## src/rtl/scipio_pkg.sv

```systemverilog
// Shared issue-path types and constants for the execution-unit issue arbiter.
package scipio_pkg;

  localparam int N_REQ_DEF  = 4;
  localparam int TAG_W_DEF  = 5;
  localparam int DATA_W_DEF = 32;
  localparam int OP_W_DEF   = 4;

  // Reserved rename tag shown on the issue port whenever the slot is empty.
  localparam logic [TAG_W_DEF-1:0] TAG_INVALID = '1;

  // Execution opcodes understood by the shared unit.
  typedef enum logic [OP_W_DEF-1:0] {
    EX_OP_NOP = 4'h0,
    EX_OP_ADD = 4'h1,
    EX_OP_SUB = 4'h2,
    EX_OP_AND = 4'h3,
    EX_OP_OR  = 4'h4,
    EX_OP_XOR = 4'h5,
    EX_OP_SLL = 4'h6,
    EX_OP_SRL = 4'h7,
    EX_OP_SRA = 4'h8,
    EX_OP_SLT = 4'h9
  } ex_op_e;

  // Contents of one issue slot.
  typedef struct packed {
    ex_op_e                op;
    logic [DATA_W_DEF-1:0] a;
    logic [DATA_W_DEF-1:0] b;
    logic [TAG_W_DEF-1:0]  tag;
  } issue_slot_t;

endpackage

```

## src/rtl/ex_issue_arb_rr_arbiter.sv

```systemverilog
// Round-robin arbiter: searches from the owned pointer with wrap-around and
// advances the pointer past the winner only when a grant is actually issued.
module rr_arbiter #(
  parameter int N = 4,
  parameter int PTR_W = (N > 1) ? $clog2(N) : 1
) (
  input  logic             clk,
  input  logic             rst,
  input  logic [N-1:0]     req,
  input  logic             en,
  output logic [N-1:0]     grant,
  output logic [PTR_W-1:0] grant_idx,
  output logic             grant_any
);

  localparam int IW = PTR_W + 1;

  logic [PTR_W-1:0] ptr_q;
  logic [PTR_W-1:0] ptr_d;
  logic [PTR_W-1:0] idx_sel;
  logic             found;
  logic [IW-1:0]    sum;

  // Find the first requester at or after the pointer, wrapping at N.
  always_comb begin
    found   = 1'b0;
    idx_sel = '0;
    sum     = '0;
    for (int k = 0; k < N; k++) begin
      sum = {1'b0, ptr_q} + IW'(k);
      if (sum >= IW'(N)) begin
        sum = sum - IW'(N);
      end
      if (!found && req[sum[PTR_W-1:0]]) begin
        found   = 1'b1;
        idx_sel = sum[PTR_W-1:0];
      end
    end
  end

  // Drive the one-hot grant and compute the pointer that follows the winner.
  always_comb begin
    grant = '0;
    ptr_d = ptr_q;
    if (en && found) begin
      grant[idx_sel] = 1'b1;
      if (idx_sel == PTR_W'(N - 1)) begin
        ptr_d = '0;
      end else begin
        ptr_d = idx_sel + PTR_W'(1);
      end
    end
  end

  assign grant_idx = idx_sel;
  assign grant_any = en && found;

  // Pointer register.
  always_ff @(posedge clk or posedge rst) begin
    if (rst) begin
      ptr_q <= '0;
    end else begin
      ptr_q <= ptr_d;
    end
  end

endmodule

```

## src/rtl/ex_issue_arb.sv

```systemverilog
// Issue arbiter: grants one ready reservation station per cycle into a single
// issue slot feeding the shared execution unit, with valid/ready backpressure
// and flush. Optional perf counters are built when ISSUE_PERF_CNT_EN is defined.
module ex_issue_arb
  import scipio_pkg::*;
#(
  parameter int N_REQ  = N_REQ_DEF,
  parameter int TAG_W  = TAG_W_DEF,
  parameter int DATA_W = DATA_W_DEF,
  parameter int OP_W   = OP_W_DEF
) (
  input  logic                    clk,
  input  logic                    rst,
  input  logic                    flush,
  input  logic [N_REQ-1:0]        req_valid,
  output logic [N_REQ-1:0]        req_ready,
  input  logic [N_REQ*OP_W-1:0]   req_op,
  input  logic [N_REQ*DATA_W-1:0] req_a,
  input  logic [N_REQ*DATA_W-1:0] req_b,
  input  logic [N_REQ*TAG_W-1:0]  req_tag,
  output logic                    ex_valid,
  input  logic                    ex_ready,
  output logic [OP_W-1:0]         ex_op,
  output logic [DATA_W-1:0]       ex_a,
  output logic [DATA_W-1:0]       ex_b,
  output logic [TAG_W-1:0]        ex_tag,
  output logic [31:0]             perf_issue_cnt,
  output logic [31:0]             perf_stall_cnt
);

  localparam int PTR_W = (N_REQ > 1) ? $clog2(N_REQ) : 1;
  localparam logic [TAG_W-1:0] TAG_INV = {TAG_W{1'b1}};

  logic [OP_W-1:0]   op_arr  [N_REQ];
  logic [DATA_W-1:0] a_arr   [N_REQ];
  logic [DATA_W-1:0] b_arr   [N_REQ];
  logic [TAG_W-1:0]  tag_arr [N_REQ];

  logic             can_load;
  logic [N_REQ-1:0] grant;
  logic [PTR_W-1:0] grant_idx;
  logic             grant_any;

  logic              ex_valid_q, ex_valid_d;
  logic [OP_W-1:0]   ex_op_q,    ex_op_d;
  logic [DATA_W-1:0] ex_a_q,     ex_a_d;
  logic [DATA_W-1:0] ex_b_q,     ex_b_d;
  logic [TAG_W-1:0]  ex_tag_q,   ex_tag_d;

  // Unpack the per-station buses.
  for (genvar gi = 0; gi < N_REQ; gi++) begin : g_unpack
    assign op_arr[gi]  = req_op[gi*OP_W +: OP_W];
    assign a_arr[gi]   = req_a[gi*DATA_W +: DATA_W];
    assign b_arr[gi]   = req_b[gi*DATA_W +: DATA_W];
    assign tag_arr[gi] = req_tag[gi*TAG_W +: TAG_W];
  end

  // The slot can take a new instruction when empty or draining this cycle.
  assign can_load = !flush && (!ex_valid_q || ex_ready);

  rr_arbiter #(
    .N     (N_REQ),
    .PTR_W (PTR_W)
  ) u_arb (
    .clk       (clk),
    .rst       (rst),
    .req       (req_valid),
    .en        (can_load),
    .grant     (grant),
    .grant_idx (grant_idx),
    .grant_any (grant_any)
  );

  assign req_ready = grant;

  // Slot next state: flush wins, then load/empty when free, else hold.
  always_comb begin
    ex_valid_d = ex_valid_q;
    ex_op_d    = ex_op_q;
    ex_a_d     = ex_a_q;
    ex_b_d     = ex_b_q;
    ex_tag_d   = ex_tag_q;
    if (flush) begin
      ex_valid_d = 1'b0;
      ex_tag_d   = TAG_INV;
    end else if (can_load) begin
      if (grant_any) begin
        ex_valid_d = 1'b1;
        ex_op_d    = op_arr[grant_idx];
        ex_a_d     = a_arr[grant_idx];
        ex_b_d     = b_arr[grant_idx];
        ex_tag_d   = tag_arr[grant_idx];
      end else begin
        ex_valid_d = 1'b0;
        ex_tag_d   = TAG_INV;
      end
    end
  end

  // Issue slot register.
  always_ff @(posedge clk or posedge rst) begin
    if (rst) begin
      ex_valid_q <= 1'b0;
      ex_op_q    <= '0;
      ex_a_q     <= '0;
      ex_b_q     <= '0;
      ex_tag_q   <= TAG_INV;
    end else begin
      ex_valid_q <= ex_valid_d;
      ex_op_q    <= ex_op_d;
      ex_a_q     <= ex_a_d;
      ex_b_q     <= ex_b_d;
      ex_tag_q   <= ex_tag_d;
    end
  end

  assign ex_valid = ex_valid_q;
  assign ex_op    = ex_op_q;
  assign ex_a     = ex_a_q;
  assign ex_b     = ex_b_q;
  assign ex_tag   = ex_tag_q;

`ifdef ISSUE_PERF_CNT_EN
  logic [31:0] issue_cnt_q, issue_cnt_d;
  logic [31:0] stall_cnt_q, stall_cnt_d;

  // Count grant-driven loads and backpressure cycles; wrap naturally.
  always_comb begin
    issue_cnt_d = issue_cnt_q;
    stall_cnt_d = stall_cnt_q;
    if (grant_any) begin
      issue_cnt_d = issue_cnt_q + 32'd1;
    end
    if (ex_valid_q && !ex_ready) begin
      stall_cnt_d = stall_cnt_q + 32'd1;
    end
  end

  // Counter registers, cleared only by reset.
  always_ff @(posedge clk or posedge rst) begin
    if (rst) begin
      issue_cnt_q <= '0;
      stall_cnt_q <= '0;
    end else begin
      issue_cnt_q <= issue_cnt_d;
      stall_cnt_q <= stall_cnt_d;
    end
  end

  assign perf_issue_cnt = issue_cnt_q;
  assign perf_stall_cnt = stall_cnt_q;
`else
  assign perf_issue_cnt = 32'd0;
  assign perf_stall_cnt = 32'd0;
`endif

endmodule

```

## config.mk

```make
export PLATFORM = sky130hd
export DESIGN_NAME = ex_issue_arb
export DESIGN_NICKNAME = d
export VERILOG_FILES = /design/src/rtl/scipio_pkg.sv /design/src/rtl/ex_issue_arb_rr_arbiter.sv /design/src/rtl/ex_issue_arb.sv
export SDC_FILE = /design/constraint.sdc
export NUM_CORES = 1
export LEC_CHECK = 0
export ABC_CLOCK_PERIOD_IN_PS = 2300
export BUFFER_PORTS_ARGS = -buffer_cell sky130_fd_sc_hd__buf_4
export CAP_MARGIN = 20
export CORE_AREA = 2 2 172 174
export DETAILED_ROUTE_END_ITERATION = 7
export DIE_AREA = 0 0 174 176
export SYNTH_ARGS = -nofsm -noshare
export SYNTH_HDL_FRONTEND = slang
export SYNTH_SLANG_ARGS = --single-unit
```

## constraint.sdc

```tcl
create_clock -name clk -period 2.3 [get_ports clk]
set_input_delay 0.115 -clock clk [delete_from_list [all_inputs] [get_ports clk]]
set_output_delay 0.115 -clock clk [all_outputs]
set_load 0.02 [all_outputs]
```

==> impl_metrics.json <==
{
  "worst_slack_ns": 0.140,
  "place_ws_ns": 0.0515,
  "ff2ff_path_depth": 7,
  "antenna_found_initial": 0,
  "grt_pass1_vias": 5592,
  "cts_tree": "built",
  "place_area_um2": 8270,
  "finalInstanceArea_um2": 8620,
  "post_drt_wl_per_cell_um": 16.0,
  "crit_path_end_kind": "output port",
  "area_growth_pct": 62.7,
  "maxSlewViolCount": 0,
  "synth_cell_types": 29,
  "fillers": 3019,
  "r2r_start": "u_arb.ptr_q[1]",
  "hold_end": "ex_a[7]",
  "fmax_ghz": 0.463,
  "insertedDiodeCount": 0,
  "synth_area_leaders": "dfrtp_1 34%, mux2i_1 27%, o221ai_1 11%",
  "drcViolationCount": 0,
  "dieHeight_um": 176,
  "die-area_um2": 30600,
  "r2r_setup_slack_ns": 0.33,
  "cts.sinks": 76,
  "fin_total_pwr_mw": 8.36,
  "yosysMostFrequentCell": "mux2i_1",
  "drive_gt1_share_pct": 47.7,
  "clk_pin_slew_ns": 0.07,
  "ys_warn_count": 0,
  "final_core_util_pct": 30.2,
  "synth_enable_flop_cells": 0,
  "netlist.area_leader.share_pct": 33.6,
  "path_max_fanout": 56,
  "async_reset_ff_share_pct": 100,
  "leakagePower_nw": 4.64,
  "wl_mm": 20.3,
  "track_usage_pct": 12.9,
  "powerDensity_nw_per_um2": 971,
  "gp_congestion": 0.789,
  "min_from": "req_a[103]",
  "postRouteAntennaNets": 0,
  "p_int_mw": 4.92,
  "pwr-share-comb_pct": 55.5,
  "critical_path_arrival_ns": 2.04,
  "critPathKind": "register to output port",
  "finalClockSkew_ns": 0.0105,
  "numCtsBuffers": 9,
  "rows": 62,
  "synth_common_cells": "141 x mux2i_1, 73 x nand2_1, 71 x dfrtp_1, 68 x o221ai_1, 64 x buf_4",
  "grt_overflow": 0,
  "syn_inst": 515,
  "fin_crit_sh_pct": 93.9,
  "syn_area_um2": 5300,
  "htree_levels": 3,
  "worstReg2RegEnd": "ex_b[24]",
  "finalCriticalPeriod_ns": 2.16,
  "hold_violations": 0,
  "die_w_um": 174,
  "dpl.hpwl_mm": 16.4,
  "ys_ff_latch": 76,
  "status": "finished clean",
  "cp.required_ns": 2.18,
  "max_slew_margin_pct": 49.1,
  "hold_class": "input pin to register",
  "synth_seq_area_share_pct": 36.0,
  "ir_worst_vdd_uv": 349,
  "core_area_um2": 28500,
  "p_clk_share_pct": 17.6,
  "synth_largest_area_cell": "dfrtp_1",
  "power.switching_mw": 3.44,
  "port_buffers": 377,
  "clockBufferDepth": 2,
  "seq_power_share_pct": 27.0,
  "start_kind": "register",
  "clock_latency_ns": 0.34,
  "grt_max_degree": 57,
  "setup_viol": 0,
  "switching_share_pct": 41.1,
  "worstMarginPinSlew_ns": 0.763,
  "max_cap_viol_count": 0,
  "drtIter0Drc": 157,
  "hold_path_depth": 3,
  "grt_pass1_wl_mm": 30.9,
  "postSynthAreaPerCell_um2": 10.3,
  "ys.flop_type": "dfrtp_1",
  "drtPass1Iterations": 4,
  "fin_nets": 1189,
  "vias": 5383,
  "clock-root-buffer": "clkbuf_16",
  "initial_core_util_pct": 18.5,
  "ios": 442,
  "avgViaCountPerCell": 4.23
}
logic make-up (layout without fill, tap and decap cells):
logic type,after synthesis,in the layout,synth area share (%)
AO/OA/AOI/OAI,92,92,14.6
adder cells (fa/ha/maj),4,4,0.945
buffers and inverters,108,419,14.5
flip-flops,76,76,36.0
multiplexers,141,141,26.7
other,1,64,0.0708
AND/OR/NAND/NOR,93,93,7.23
worst max-delay path: stages, from the launching register on:
cell	delay, ns
dfrtp_1	0.41
o21bai_1	0.16
a221o_1	0.31
nand2_4	0.16
inv_16	0.13
ha_1	0.23
and2_1	0.15
buf_4	0.16
sequential cells by signal, summed over array words and instances (netlist names):
| register | count |
|---|---|
| u_arb.ptr_q | 2 |
| ex_op | 4 |
| ex_a | 32 |
| ex_valid | 1 |
| ex_tag | 5 |
| ex_b | 32 |
area by class of cell:
class | instances | area (µm²) | share of cell area [%]
clock buffer | 11 | 243 | 2.82
clock inverter | 4 | 50.0 | 0.581
inverter | 6 | 40.0 | 0.465
multi-input combinational | 394 | 2880 | 33.4
sequential | 76 | 1910 | 22.1
tap | 384 | 480 | 5.58
timing repair buffer | 398 | 3020 | 35.0
metrics by stage:
step | instances | setup TNS, ns | hold WS (ns)
2_1_floorplan | 578 | 0 | 0.227
3_3_place_gp | 1254 | 0 | 0.270
3_5_place_dp | 1254 | 0 | 0.263
4_1_cts | 1271 | 0 | 0.0664
5_1_grt | 1273 | -0.0445 | 0.0885
6_report | 1273 | 0 | 0.0886
layout by cell type (no fill, tap or decap), types with 2 or more instances in the layout:
master and n:
a211oi_1 10, a21boi_0 5, a21oi_1 2, and2_1 4
buf_12 2, buf_4 394, clkbuf_16 9, clkinv_2 2
clkinvlp_4 2, conb_1 64, dfrtp_1 71, dfstp_2 5
dlygate4sd3_1 2, ha_1 4, inv_1 3, mux2i_1 141
nand2_1 72, nand2b_1 2, nor2_1 7, nor3_1 2
o21ai_0 3, o221ai_1 68
repair_timing:
action / 4_1_cts / 5_1_grt
pin swaps: 0 / 1
resized for setup: 2 / 2
buffers inserted: 0 / 2
hold buffers: 2 / 0
hold endpoints to repair: 35 / 0
setup endpoints to repair: 2 / 4
power by group through the flow:
stage / clock, mW / combinational (mW) / sequential (mW)
global route: 1.59 / 4.97 / 2.33
CTS: 1.56 / 4.67 / 2.26
floorplan: 0 / 2.35 / 2.88
global placement: 0 / 4.61 / 2.26
finish: 1.47 / 4.64 / 2.25
detailed placement: 0 / 4.66 / 2.26
worst max-delay path by stage:
stage	startpoint	endpoint	slack, ns	cells past startpoint
floorplan	rst	ex_a[0]	0.25	1
global placement	u_arb.ptr_q[0]	ex_a[3]	0.16	7
detailed placement	u_arb.ptr_q[1]	ex_b[24]	0.05	7
CTS	u_arb.ptr_q[1]	req_ready[0]	0.03	7
global route	u_arb.ptr_q[1]	req_ready[0]	-0.04	7
finish	u_arb.ptr_q[1]	req_ready[0]	0.14	7
layer usage:
metal	up-vias	track usage [%]	share of wire [%]
met5	-	0	0
met3	22	3.29	7.2
li1	2523	-	-
met2	290	22.9	52
met4	0	4.45	2.1
met1	2548	14.9	38
Note: power is estimated with default switching activity, not from simulation.
